**src/rtl/matrix_scan_if.sv**
```systemverilog
`default_nettype none
// ============================================================================
// Module   : matrix_scan_if
// Brief    : Pixel-write, swap and column-word bundle for matrix_scan.
// Revision : 1.0
// ============================================================================
interface matrix_scan_if;
    logic        wr_en;
    logic [2:0]  wr_col;
    logic [3:0]  wr_row;
    logic        wr_pix;
    logic        clr;
    logic        swap_req;
    logic        st_cp_in;
    logic [24:0] out;
    logic [2:0]  col_idx;
    logic        swap_ack;
    logic        frame_tick;

    modport master (
        output wr_en, wr_col, wr_row, wr_pix, clr, swap_req, st_cp_in,
        input  out, col_idx, swap_ack, frame_tick
    );

    modport slave (
        input  wr_en, wr_col, wr_row, wr_pix, clr, swap_req, st_cp_in,
        output out, col_idx, swap_ack, frame_tick
    );
endinterface
`default_nettype wire

```
**src/rtl/matrix_scan.sv**
```systemverilog
`default_nettype none
// ============================================================================
// Module   : matrix_scan
// Brief    : Double-buffered 8x16 LED column scanner paced by an external latch
//            strobe. Optional macro SCAN_GHOST_BLANK_EN inserts a blank column
//            word between columns.
// Revision : 1.0
// ============================================================================
module matrix_scan #(
    parameter int DWELL = 4
) (
    input  wire logic       clk,
    input  wire logic       rst,
    matrix_scan_if.slave    bus
);
    localparam logic [7:0]  C_DWELL_LAST = 8'(DWELL - 1);
    localparam logic [24:0] C_OUT_RESET  = 25'h0FE0000;
    localparam logic [24:0] C_OUT_BLANK  = {1'b0, 8'hFF, 16'h0000};

    typedef enum logic [0:0] {
        ST_SHOW  = 1'b0,
        ST_BLANK = 1'b1
    } state_t;

    state_t          r_state_q, w_state_d;
    logic [2:0]      r_sync_q,  w_sync_d;
    logic [7:0]      r_dwell_q, w_dwell_d;
    logic [2:0]      r_col_q,   w_col_d;
    logic            r_pend_q,  w_pend_d;
    logic [7:0][15:0] r_front_q, w_front_d;
    logic [7:0][15:0] r_back_q,  w_back_d;
    logic [24:0]     r_out_q,   w_out_d;
    logic            r_ack_q,   w_ack_d;
    logic            r_tick_q,  w_tick_d;
    logic            w_latch;
    logic            w_advance;
    logic            w_wrap;

    always_comb begin
        w_state_d = r_state_q;
        w_dwell_d = r_dwell_q;
        w_advance = 1'b0;

        // [1:0] is the two-flop synchronizer, [2] remembers the previous sample
        w_sync_d = {r_sync_q[1:0], bus.st_cp_in};
        w_latch  = r_sync_q[1] & ~r_sync_q[2];

        w_back_d = r_back_q;
        if (bus.clr) begin
            w_back_d = '0;
        end else if (bus.wr_en) begin
            w_back_d[bus.wr_col][bus.wr_row] = bus.wr_pix;
        end

        if (w_latch) begin
            case (r_state_q)
                ST_SHOW: begin
                    if (r_dwell_q == C_DWELL_LAST) begin
                        w_dwell_d = '0;
`ifdef SCAN_GHOST_BLANK_EN
                        w_state_d = ST_BLANK;
`else
                        w_advance = 1'b1;
`endif
                    end else begin
                        w_dwell_d = r_dwell_q + 8'd1;
                    end
                end
                ST_BLANK: begin
                    w_state_d = ST_SHOW;
                    w_advance = 1'b1;
                end
            endcase
        end

        w_col_d  = w_advance ? (r_col_q + 3'd1) : r_col_q;
        w_wrap   = w_advance && (r_col_q == 3'd7);
        w_tick_d = w_wrap;

        // Front copies the back buffer after this cycle's write/clear is applied
        w_ack_d   = 1'b0;
        w_front_d = r_front_q;
        w_pend_d  = r_pend_q | bus.swap_req;
        if (w_wrap && w_pend_d) begin
            w_front_d = w_back_d;
            w_pend_d  = 1'b0;
            w_ack_d   = 1'b1;
        end

        if (r_state_q == ST_BLANK) begin
            w_out_d = C_OUT_BLANK;
        end else begin
            w_out_d = {1'b0, ~(8'h01 << r_col_q), r_front_q[r_col_q]};
        end
    end

    always_ff @(posedge clk) begin
        if (rst) begin
            r_state_q <= ST_SHOW;
            r_sync_q  <= '0;
            r_dwell_q <= '0;
            r_col_q   <= '0;
            r_pend_q  <= 1'b0;
            r_front_q <= '0;
            r_back_q  <= '0;
            r_out_q   <= C_OUT_RESET;
            r_ack_q   <= 1'b0;
            r_tick_q  <= 1'b0;
        end else begin
            r_state_q <= w_state_d;
            r_sync_q  <= w_sync_d;
            r_dwell_q <= w_dwell_d;
            r_col_q   <= w_col_d;
            r_pend_q  <= w_pend_d;
            r_front_q <= w_front_d;
            r_back_q  <= w_back_d;
            r_out_q   <= w_out_d;
            r_ack_q   <= w_ack_d;
            r_tick_q  <= w_tick_d;
        end
    end

    assign bus.out        = r_out_q;
    assign bus.col_idx    = r_col_q;
    assign bus.swap_ack   = r_ack_q;
    assign bus.frame_tick = r_tick_q;

endmodule
`default_nettype wire

```
**src/flat_wrapper.sv**
```systemverilog
// flat-port wrapper written by rule: the top's interface ports become plain ports
module matrix_scan_flat 
#(
    parameter int DWELL = 4
)
  (clk, rst, bus_wr_en, bus_wr_col, bus_wr_row, bus_wr_pix, bus_clr, bus_swap_req, bus_st_cp_in, bus_out, bus_col_idx, bus_swap_ack, bus_frame_tick);
  matrix_scan_if bus_i ();
  input  wire logic clk;
  input  wire logic rst;
  input wire logic [$bits(bus_i.wr_en)-1:0] bus_wr_en;
  input wire logic [$bits(bus_i.wr_col)-1:0] bus_wr_col;
  input wire logic [$bits(bus_i.wr_row)-1:0] bus_wr_row;
  input wire logic [$bits(bus_i.wr_pix)-1:0] bus_wr_pix;
  input wire logic [$bits(bus_i.clr)-1:0] bus_clr;
  input wire logic [$bits(bus_i.swap_req)-1:0] bus_swap_req;
  input wire logic [$bits(bus_i.st_cp_in)-1:0] bus_st_cp_in;
  output wire logic [$bits(bus_i.out)-1:0] bus_out;
  output wire logic [$bits(bus_i.col_idx)-1:0] bus_col_idx;
  output wire logic [$bits(bus_i.swap_ack)-1:0] bus_swap_ack;
  output wire logic [$bits(bus_i.frame_tick)-1:0] bus_frame_tick;
  assign bus_i.wr_en = bus_wr_en;
  assign bus_i.wr_col = bus_wr_col;
  assign bus_i.wr_row = bus_wr_row;
  assign bus_i.wr_pix = bus_wr_pix;
  assign bus_i.clr = bus_clr;
  assign bus_i.swap_req = bus_swap_req;
  assign bus_i.st_cp_in = bus_st_cp_in;
  assign bus_out = bus_i.out;
  assign bus_col_idx = bus_i.col_idx;
  assign bus_swap_ack = bus_i.swap_ack;
  assign bus_frame_tick = bus_i.frame_tick;
  matrix_scan #(.DWELL(DWELL)) u_core (.clk(clk), .rst(rst), .bus(bus_i));
endmodule
```
**config.mk**
```make
export PLATFORM = sky130hd
export DESIGN_NAME = matrix_scan_flat
export DESIGN_NICKNAME = d
export VERILOG_FILES = /design/src/rtl/matrix_scan_if.sv /design/src/rtl/matrix_scan.sv /design/src/flat_wrapper.sv
export SDC_FILE = /design/constraint.sdc
export NUM_CORES = 1
export LEC_CHECK = 0
export CELL_PAD_IN_SITES_DETAIL_PLACEMENT = 1
export CELL_PAD_IN_SITES_GLOBAL_PLACEMENT = 2
export CORE_MARGIN = 10
export CORE_UTILIZATION = 35
export CTS_CLUSTER_SIZE = 14
export DETAILED_ROUTE_END_ITERATION = 16
export PLACE_DENSITY = 0.78
export SLEW_MARGIN = 30
export SYNTH_ARGS = -nofsm -noshare
export SYNTH_HDL_FRONTEND = slang
export SYNTH_SLANG_ARGS = --single-unit
```
**constraint.sdc**
```tcl
create_clock -name clk -period 2.6 [get_ports clk]
set_clock_uncertainty 0.05 [all_clocks]
set_input_delay 0.39 -clock clk [delete_from_list [all_inputs] [get_ports clk]]
set_output_delay 0.39 -clock clk [all_outputs]
set_load 0.02 [all_outputs]
```
==> key figures <==
Status
  • Status: finished, final reports clean

GRT
  • GRT Residual Overflow: 0
  • First-pass GRT wire length: 50900 µm
  • All-Layer GR Usage: 15.5%
  • Pin count of the biggest net entering global routing: 129
  • Initial antenna violation count: 0
  • Vias in the first global route: 9054

Final layout
  • Ant. Diodes: 0
  • Area growth syn-to-layout: 18.9%
  • FILL cells: approximately 3700
  • FF+latch area: about 0.0059 mm²
  • Area of the multi-input gates: around 0.0052 mm²
  • Final Net Count: 1264
  • Layout cells sized above 1: between 10% and 20%

Clocking
  • Clock Path Buffers: 3
  • Worst-path clk slew: 60 ps
  • Clock sink count: 297
  • Setup repair bufs after CTS: 0
  • Cts bufs inserted: 34
  • CTS tree: yes
  • Worst-Skew Late Latency: approximately 500 ps
  • Root Driver: clkbuf_16
  • H-tree depth: 2
  • Resized Gates After CTS: 2
  • Post-CTS Hold Buffers: 0

Power and ir drop
  • Power per cell area: ~700 mW/mm²
  • Comb power frac: 3.3%
  • Clk pwr share: around 49%
  • Peak supply drop: about 370 µV
  • Internal Pwr Total: 7.52 mW
  • LEAKAGE: 5.15 nW
  • Sw frac: 21.8%
  • Sequential power share: between 40 and 50%
  • Switch Pwr: ~2.1 mW

Synth
  • #FFs+latches synth: between 200 and 300
  • Post-synth top cells: dfxtp_1, nand2_1, nor2_1
  • Post-synthesis cell count: 1214
  • Most used DFF post-synth: dfxtp_1
  • YS warnings: 0
  • Post-synth EDFFs: 0
  • Post-synth ARST share: 0%
  • Synth cell types: 45
  • Area share of the largest cell type after synthesis: 51.8%
  • Post-Synthesis Net Count: between 1000 and 1500
  • Synthesized cell area: 0.0115 mm²
  • Seq/Total Area, Yosys: 51.8%
  • Top post-synthesis cells by area: dfxtp_1, mux2i_1, nand2_1
  • Count leader, synth: dfxtp_1
  • Mean area per synthesized cell: roughly 9.5 µm²
  • Largest area contributor in the netlist: dfxtp_1

Floorplan
  • Initial Util: 35.4%
  • Rows: 66
  • Die X: 201 µm
  • Die height: 201 µm
  • Num ports: 44
  • Die ar.: 0.0405 mm²
  • Core area: 0.0325 mm²

STA
  • Hold Fails Final Rpt: 0
  • Count of pins over their slew limit: 0
  • Min Tclk post-route: 2440 ps
  • Crit share post-route: approximately 94%
  • RSZ-0062 raised after global routing: no
  • Worst-Margin Slew: 914 ps
  • Final setup viols: 0
  • Fmax: a little over 0.4 GHz
  • Max-slew headroom at the worst pin: 38.9%
  • Worst Hold Margin: 394 ps
  • Sum Neg Setup Slack: 0 ps

Drt
  • Drt pass-1 iters: 4
  • Remaining DRCs: 0
  • Avg WL per Cell: 18.5 µm
  • Routed vias/inst: 4.98
  • DR iter-0 viols: 429
  • Drt total wl: approximately 32000 µm
  • Antenna Nets Post-Route: 0
  • Via count: 8504

Flow run
  • Max Cap Viol: 0

Worst setup path
  • Startpoint types: flop
  • CP Class: reg -> out
  • Worst Path Max Fanout: 35
  • Slowest cell on crit path: clkdlybuf4s50_1
  • Required time of the critical path: 2160 ps
  • Critical Path, Cell by Cell: clkbuf_8 -> clkdlybuf4s50_1
  • Worst Setup End Kind: output port
  • CP peak stage delay: 710 ps
  • CP bufs+invs: 2
  • Worst path arrival time: 2000 ps
  • Top delay family on crit path: buffers and inverters

Min path
  • Hold WC Path Type: reg -> reg

Placed design
  • IO buf count: 42
  • Routability cong.: 0.721
  • HPWL Detailed: around 18000 µm
[registers in the layout (all words and copies together) (netlist names)]
register and flops:
u_core.bus.swap_ack 1, u_core.bus.frame_tick 1, u_core.r_sync_q 3, u_core.bus.col_idx 3
u_core.bus.out 24, u_core.r_front_q 128, u_core.r_pend_q 1, u_core.r_back_q 128
u_core.r_dwell_q 8
[worst reg2reg max path: cells and delay by family, from the launching register on]
family / cells / cell delay [ps]
AOI/OAI and AO/OA: 1 / 360
adders and majority gates: 1 / 170
buffers and inverters: 1 / 260
DFF: 1 / 360
and+or+nand+nor: 3 / 1100
[power groups by stage]
stage                     Combinational (mW)  Sequential, mW  Clock (mW)
after CTS                              0.319            4.56        4.86
after global routing                   0.339            4.56        5.06
final                                  0.317            4.56        4.73
after floorplan                        0.162            4.66           0
after detailed placement               0.318            4.66           0
after global placement                 0.317            4.66           0
[path summary, 6_finish.rpt]
| kind | slack [ps] | startpoint | depth (start not counted) | to |
|---|---|---|---|---|
| max | 160 | u_core.bus.col_idx[0] | 2 | bus_col_idx[0] |
| min | 390 | u_core.r_front_q[96] | 2 | u_core.r_front_q[96] |
| min reg2reg | 390 | u_core.r_front_q[96] | 2 | u_core.r_front_q[96] |
| max reg2reg | 190 | u_core.r_dwell_q[0] | 6 | u_core.r_front_q[15] |
[stage by stage]
step / util (%) / total power [mW] / worst slack [ps] / instances / instance area, µm²
3_5_place_dp: 38.6 / 4.98 / 34.0 / 1649 / 12500
3_3_place_gp: 38.6 / 4.98 / 37.3 / 1649 / 12500
4_1_cts: 42.1 / 9.74 / 46.2 / 1708 / 13700
6_report: 42.1 / 9.61 / 164 / 1708 / 13700
5_1_grt: 42.1 / 9.95 / 29.4 / 1708 / 13700
2_1_floorplan: - / 4.82 / 467 / 1214 / 11500
[logic make-up (layout without fill, tap and decap cells)]
group / Yosys count / after routing / synth area share (%)
multiplexers: 162 / 162 / 17.6
XOR/XNOR: 7 / 7 / 0.534
other: 1 / 1 / 0.0326
AND/OR/NAND/NOR: 490 / 490 / 18.5
adder cells (fa/ha/maj): 7 / 7 / 0.762
flip-flops: 297 / 297 / 51.8
buffers and inverters: 100 / 152 / 3.70
AO/OA/AOI/OAI: 150 / 150 / 7.07
[routing by layer]
metal | vias up | wire length [µm] | global-route usage, %
met2 | 104 | 14600 | 26.0
met4 | 0 | 600 | 4.00
met3 | 45 | 970 | 2.60
li1 | 4108 | - | -
met5 | - | 0 | 0
met1 | 4247 | 15400 | 20.3
[final cells by class]
class / count / area share, %
clock buffers: 54 / 7.98
clock inverters: 5 / 0.201
inverters: 5 / 0.137
multi-input cells: 817 / 37.8
flip-flops and latches: 297 / 43.5
well taps: 442 / 4.05
repair buffers: 88 / 6.30
[placed cells by master (no fill, tap or decap), types with 2 or more instances in the layout]
| cell | instances |
|---|---|
| o21ai_2 | 14 |
| ha_1 | 7 |
| xor2_1 | 4 |
| o21ai_1 | 6 |
| nand2_1 | 255 |
| and4b_1 | 4 |
| buf_12 | 7 |
| dfxtp_2 | 2 |
| clkbuf_8 | 11 |
| nand4bb_1 | 3 |
| xnor2_1 | 3 |
| inv_1 | 5 |
| buf_4 | 38 |
| clkbuf_1 | 7 |
| dfxtp_1 | 295 |
| nand4_1 | 4 |
| o21ai_0 | 109 |
| clkinv_2 | 4 |
| nand2b_1 | 3 |
| nor4b_2 | 5 |
| nor2b_1 | 5 |
| nor4bb_2 | 3 |
| nor4bb_1 | 6 |
| nand4b_1 | 7 |
| mux2i_1 | 130 |
| mux4_2 | 32 |
| clkbuf_16 | 37 |
| a21oi_1 | 18 |
| clkdlybuf4s50_1 | 41 |
| nor2_1 | 183 |
Note: power is estimated with default switching activity, not from simulation.
==> RTL edit 1: new RTL, config.mk and constraints unchanged <==
Add a define of `SCAN_GHOST_BLANK_EN`.
--- a/src/rtl/matrix_scan.sv
+++ b/src/rtl/matrix_scan.sv
@@ -6,6 +6,8 @@
 //            word between columns.
 // Revision : 1.0
 // ============================================================================
+`define SCAN_GHOST_BLANK_EN
+
 module matrix_scan #(
     parameter int DWELL = 4
 ) (
Function: changed (a bounded check fails within 10 cycles, from zero or initial values and one cycle with rst high).
==> RTL edit 1 against the unedited design <==
- design area grew 1.0%
- non-clock buffer count decreased by 9
- synthesized cell count decreased by 9.9%
- cell count decreased by 7.4%
- total power rose by 0.34%
- sequential cell count is 1 higher
- count of clock-buffer cells in the layout is 1 lower
- setup slack better by 0.11 ns
- sequential share of layout area decreased by 0.30 points
- register-to-register slack improved by 0.37 ns
- wire length down 1.4%
- area after synthesis grew 1.7%
- first-iteration DRC count shrank 17%
- critical path depth is the same
- largest cell class unchanged
==> RTL edit 1: results (changes against the unedited design) <==
run_status:
  status: "finished clean"
detailed_routing:
  vias: 8263  # -2.8%
  met1_length_um: 15100  # -1.8%
  dr_wl_met2_um: 14100  # -3.3%
  wl_per_cell_um: 19.7  # +6.5%
  met3WireLength_um: 1330  # +38%
power_and_ir_drop:
  comb_power_share: 0.036  # +0.003
  switching_share: 0.220  # +0.00197
  powerClk_uw: 4720  # about the same
  ir_worst_vdd_v: 0.000338  # -8.9%
  pwr-share-clk: 0.489  # -0.003
  p_leak_uw: 0.00507  # -1.5%
critical_path:
  setup.worst_path.start: "u_core.bus.col_idx[2]"
  r2r_cells: 7  # +1
  cpPeakStageDelay_ns: 0.69  # -0.02 ns
  ff2ff_setup_slack_ns: 0.56  # +0.37 ns
  r2r-end: "u_core.r_front_q[71]"
  rr_startpoint: "u_core.bus.col_idx[0]"
min_path:
  hold_path_class: "reg -> reg"
finish:
  multi_input_area_share: 0.379  # +0.00142
  clkbuf_count: 53  # -1.9%
  finalNonFillerCells: 1581  # -7.4%
  drive_gt1_frac: 0.136  # +0.00812
  numSequentialCells: 298  # +0.34%
  buf_share: 0.0676  # +0.00462
  fillers: 3563  # -2.9%
  multi_input_gates: 699  # -14%
  ff_latch_area_um2: 5970  # +0.34%
  buffers: 79  # -10%
  final-clk-cell-share: 0.0797  # -0.00210
  inverters: 3  # -2
global_route:
  grt_usage: 0.151  # -0.00386
  gr-usage-met2: 0.240  # -0.0200
  use_met1: 0.208  # +0.00562
  grt_pass1_vias: 8674  # -4.2%
clock_network:
  ctsResizeCount: 0  # -2
  insertion_delay_ns: 0.49  # -0.02 ns
  clkTransAtPathRegs_ns: 0.06  # about the same
  numCtsBuffers: 35  # +2.9%
placement:
  placed_area_um2: 12700  # +1.3%
  place_inst: 1521  # -7.8%
  place.gp.congestion: 0.737  # +2.2%
  dp_hpwl_um: 17700  # -3.3%
synthesis:
  synth-seq-area-share: 0.511  # -0.00671
  synthTopCellsByArea: "dfxtp_1 51%, mux2i_1 11%, o2bb2ai_1 9.5%, mux4_2 6.2%, nor2_1 5.7%"
  syn_inst: 1094  # -9.9%
  synth_cell_type_count: 43  # -4.4%
  synth_common_cells: "298 x dfxtp_1, 177 x nor2_1, 130 x nand2_1"
sta:
  slew_headroom: 0.566  # +0.177
==> RTL edit 1: cell types whose count changed in the layout (fill, tap and decap cells not counted), moves of 6 or more <==
cell       change
o21ai_1        -6
nor4bb_1       -6
nand2_1      -125
nand3_1        +7
o2bb2ai_1    +127
o21ai_2       -14
buf_4         -19
o21ai_0      -108
and4bb_2      +10
buf_12        +12
clkbuf_8       -6
nor2_1         -7
==> RTL edit 1: worst min path at each step <==
| stage | startpoint | to | depth (start not counted) |
|---|---|---|---|
| final | u_core.r_sync_q[0] | u_core.r_sync_q[1] | 1 |
| after global routing | bus_st_cp_in | u_core.r_sync_q[0] | 2 |
| after CTS | bus_st_cp_in | u_core.r_sync_q[0] | 2 |
| after detailed placement | u_core.r_front_q[108] | u_core.r_front_q[108] | 1 |
| after global placement | u_core.r_sync_q[0] | u_core.r_sync_q[1] | 1 |
| after floorplan | u_core.r_sync_q[0] | u_core.r_sync_q[1] | 1 |
==> RTL edit 1: worst max-delay path: cells and delay by family (launching register included) <==
kind | cells | cell delay [ns]
buffers and inverters | 2 | 1.06
DFF | 1 | 0.33
==> RTL edit 1: through the flow <==
stage               hold WS (ns)  utilization  setup slack [ns]
floorplan                  0.364            -             0.855
global placement           0.377        0.388             0.187
detailed placement         0.391        0.388            0.0841
CTS                        0.402        0.422             0.247
global route               0.404        0.422             0.193
finish                     0.404        0.422             0.276
==> RTL edit 1: kinds of logic after synthesis <==
group	Yosys count	share of synthesized area
AOI/OAI and AO/OA	151	0.107
xor gates and xnor gates	8	0.00600
adders and majority gates	7	0.00750
buffers and inverters	97	0.0423
DFF	298	0.511
muxes	160	0.171
other	1	0.000321
and+or+nand+nor	372	0.155
==> RTL edit 2: new RTL, same flow settings <==
Made on the original files. Reset style: asynchronous (`rst`), changed in one clocked block.
--- a/src/rtl/matrix_scan.sv
+++ b/src/rtl/matrix_scan.sv
@@ -94,7 +94,7 @@
         end
     end
 
-    always_ff @(posedge clk) begin
+    always_ff @(posedge clk or posedge rst) begin
         if (rst) begin
             r_state_q <= ST_SHOW;
             r_sync_q  <= '0;
Formal check against the unedited RTL: differs if rst is asserted again (counterexample within 10 cycles, from zero or initial values and one cycle with rst high); with rst held inactive, the same outputs for 10 cycles.
==> RTL edit 2 against the unedited design <==
- via count increased by 8.4%
- sequential cell count unchanged
- setup slack got worse by 0.0090 ns
- wire length increased by 17%
- global-route usage increased by 1.2 points
- count of clock-buffer cells in the layout decreased by 3
- area after synthesis increased by 14%
- design area increased by 13%
- largest cell class unchanged
Power is not compared: it rests on default switching activity, and its combinational part moved more than twofold at a synthesized area within 25%.
==> RTL edit 2: results (changes against the unedited design) <==
synthesis:
  synth-compound-area-share: 0.0512  # -0.0195
  yosys.area_share.adder: 0.00671  # -0.000913
  synth-seq-area-share: 0.570  # +0.0525
  synthArstFlopShare: 1.00  # +1.00
  synth_common_cells: "290 x dfrtp_1, 227 x nand2_1, 170 x nor2_1"
  synth_mux_area_frac: 0.155  # -0.0211
  synth_xor_area_frac: 0.00470  # -0.000639
  synthTopCellsByArea: "dfrtp_1 56%, mux2i_1 10%, nand2_1 6.5%, mux4_2 5.5%, nor2_1 4.9%"
  synth.most_common_cell: "dfrtp_1"
detailed_routing:
  wirelength_um: 36800  # +17%
  vias_per_cell: 5.30  # +6.4%
  drt_iter0_markers: 647  # +51%
min_path:
  hold_path_class: "in -> async"
placement:
  placed_area_um2: 14200  # +13%
  pre_cts_slack_ns: 0.119  # +0.0848 ns
  place.gp.congestion: 0.736  # +2.0%
  dp_hpwl_um: 22700  # +24%
global_route:
  antenna_found_initial: 1  # +1
  grt_pass1_wl_um: 59600  # +17%
  grt_usage: 0.167  # +0.0122
  grt_pass1_vias: 9923  # +9.6%
  grt_max_degree: 130  # +0.78%
power_and_ir_drop:
  p_leak_uw: 0.00712
finish:
  final_nets: 1272  # +0.63%
  drive_gt1_frac: 0.123  # -0.00532
run_status:
  status: "finished clean"
sta:
  slew_headroom: 0.496  # +0.107
-- RTL edit 2: logic make-up after synthesis --
group / count (synthesis)
AO/OA/AOI/OAI: 132
XOR/XNOR: 7
adder cells (fa/ha/maj): 7
buffers and inverters: 106
flip-flops: 297
multiplexers: 162
other: 1
AND/OR/NAND/NOR: 509
-- RTL edit 2: area by class of cell --
type,instances,area [um^2]
Fill cell,3941,21300
Multi-Input combinational cell,818,5160
Tap cell,468,586
Clock inverter,6,134
Timing Repair Buffer,93,990
Inverter,7,30.0
Sequential cell,297,7440
Clock buffer,51,1030
-- RTL edit 2: repair_timing --
item	4_1_cts	5_1_grt
endpoints found under the setup margin	1	0
hold buffers	0	0
buffers inserted	0	0
gates resized for setup	1	0
-- RTL edit 2: per-layer routing --
| metal | routed length, um | GRT usage |
|---|---|---|
| met5 | 0 | 0 |
| met3 | 2060 | 0.0267 |
| met4 | 748 | 0.0455 |
| met2 | 16600 | 0.256 |
| met1 | 17400 | 0.240 |
-- RTL edit 2: path summary, 6_finish.rpt --
kind	from	end	slack, ns	depth (start not counted)
min	rst	u_core.r_back_q[21]	0.1	2
max reg2reg	u_core.bus.col_idx[0]	u_core.r_front_q[90]	0.36	7
min reg2reg	u_core.r_sync_q[0]	u_core.r_sync_q[1]	0.31	0
max in group asynchronous	rst	u_core.r_front_q[126]	1.50	3
max	u_core.bus.col_idx[1]	bus_col_idx[1]	0.15	2
min in group clk	bus_st_cp_in	u_core.r_sync_q[0]	0.29	1
-- RTL edit 2: stage by stage --
stage | total power [uW] | utilization | std cells
2_1_floorplan | 5740 | - | 1221
3_3_place_gp | 6360 | 0.387 | 1683
3_5_place_dp | 6380 | 0.387 | 1683
4_1_cts | 11400 | 0.419 | 1740
5_1_grt | 11800 | 0.419 | 1740
6_report | 11300 | 0.419 | 1740
-- RTL edit 2: power groups by stage --
stage          clock network [uW]  registers, uW  logic [uW]
2_1_floorplan                   0           4920         820
3_3_place_gp                    0           4840        1510
3_5_place_dp                    0           4850        1530
4_1_cts                      5140           4770        1540
5_1_grt                      5340           4770        1640
6_report                     5000           4770        1500
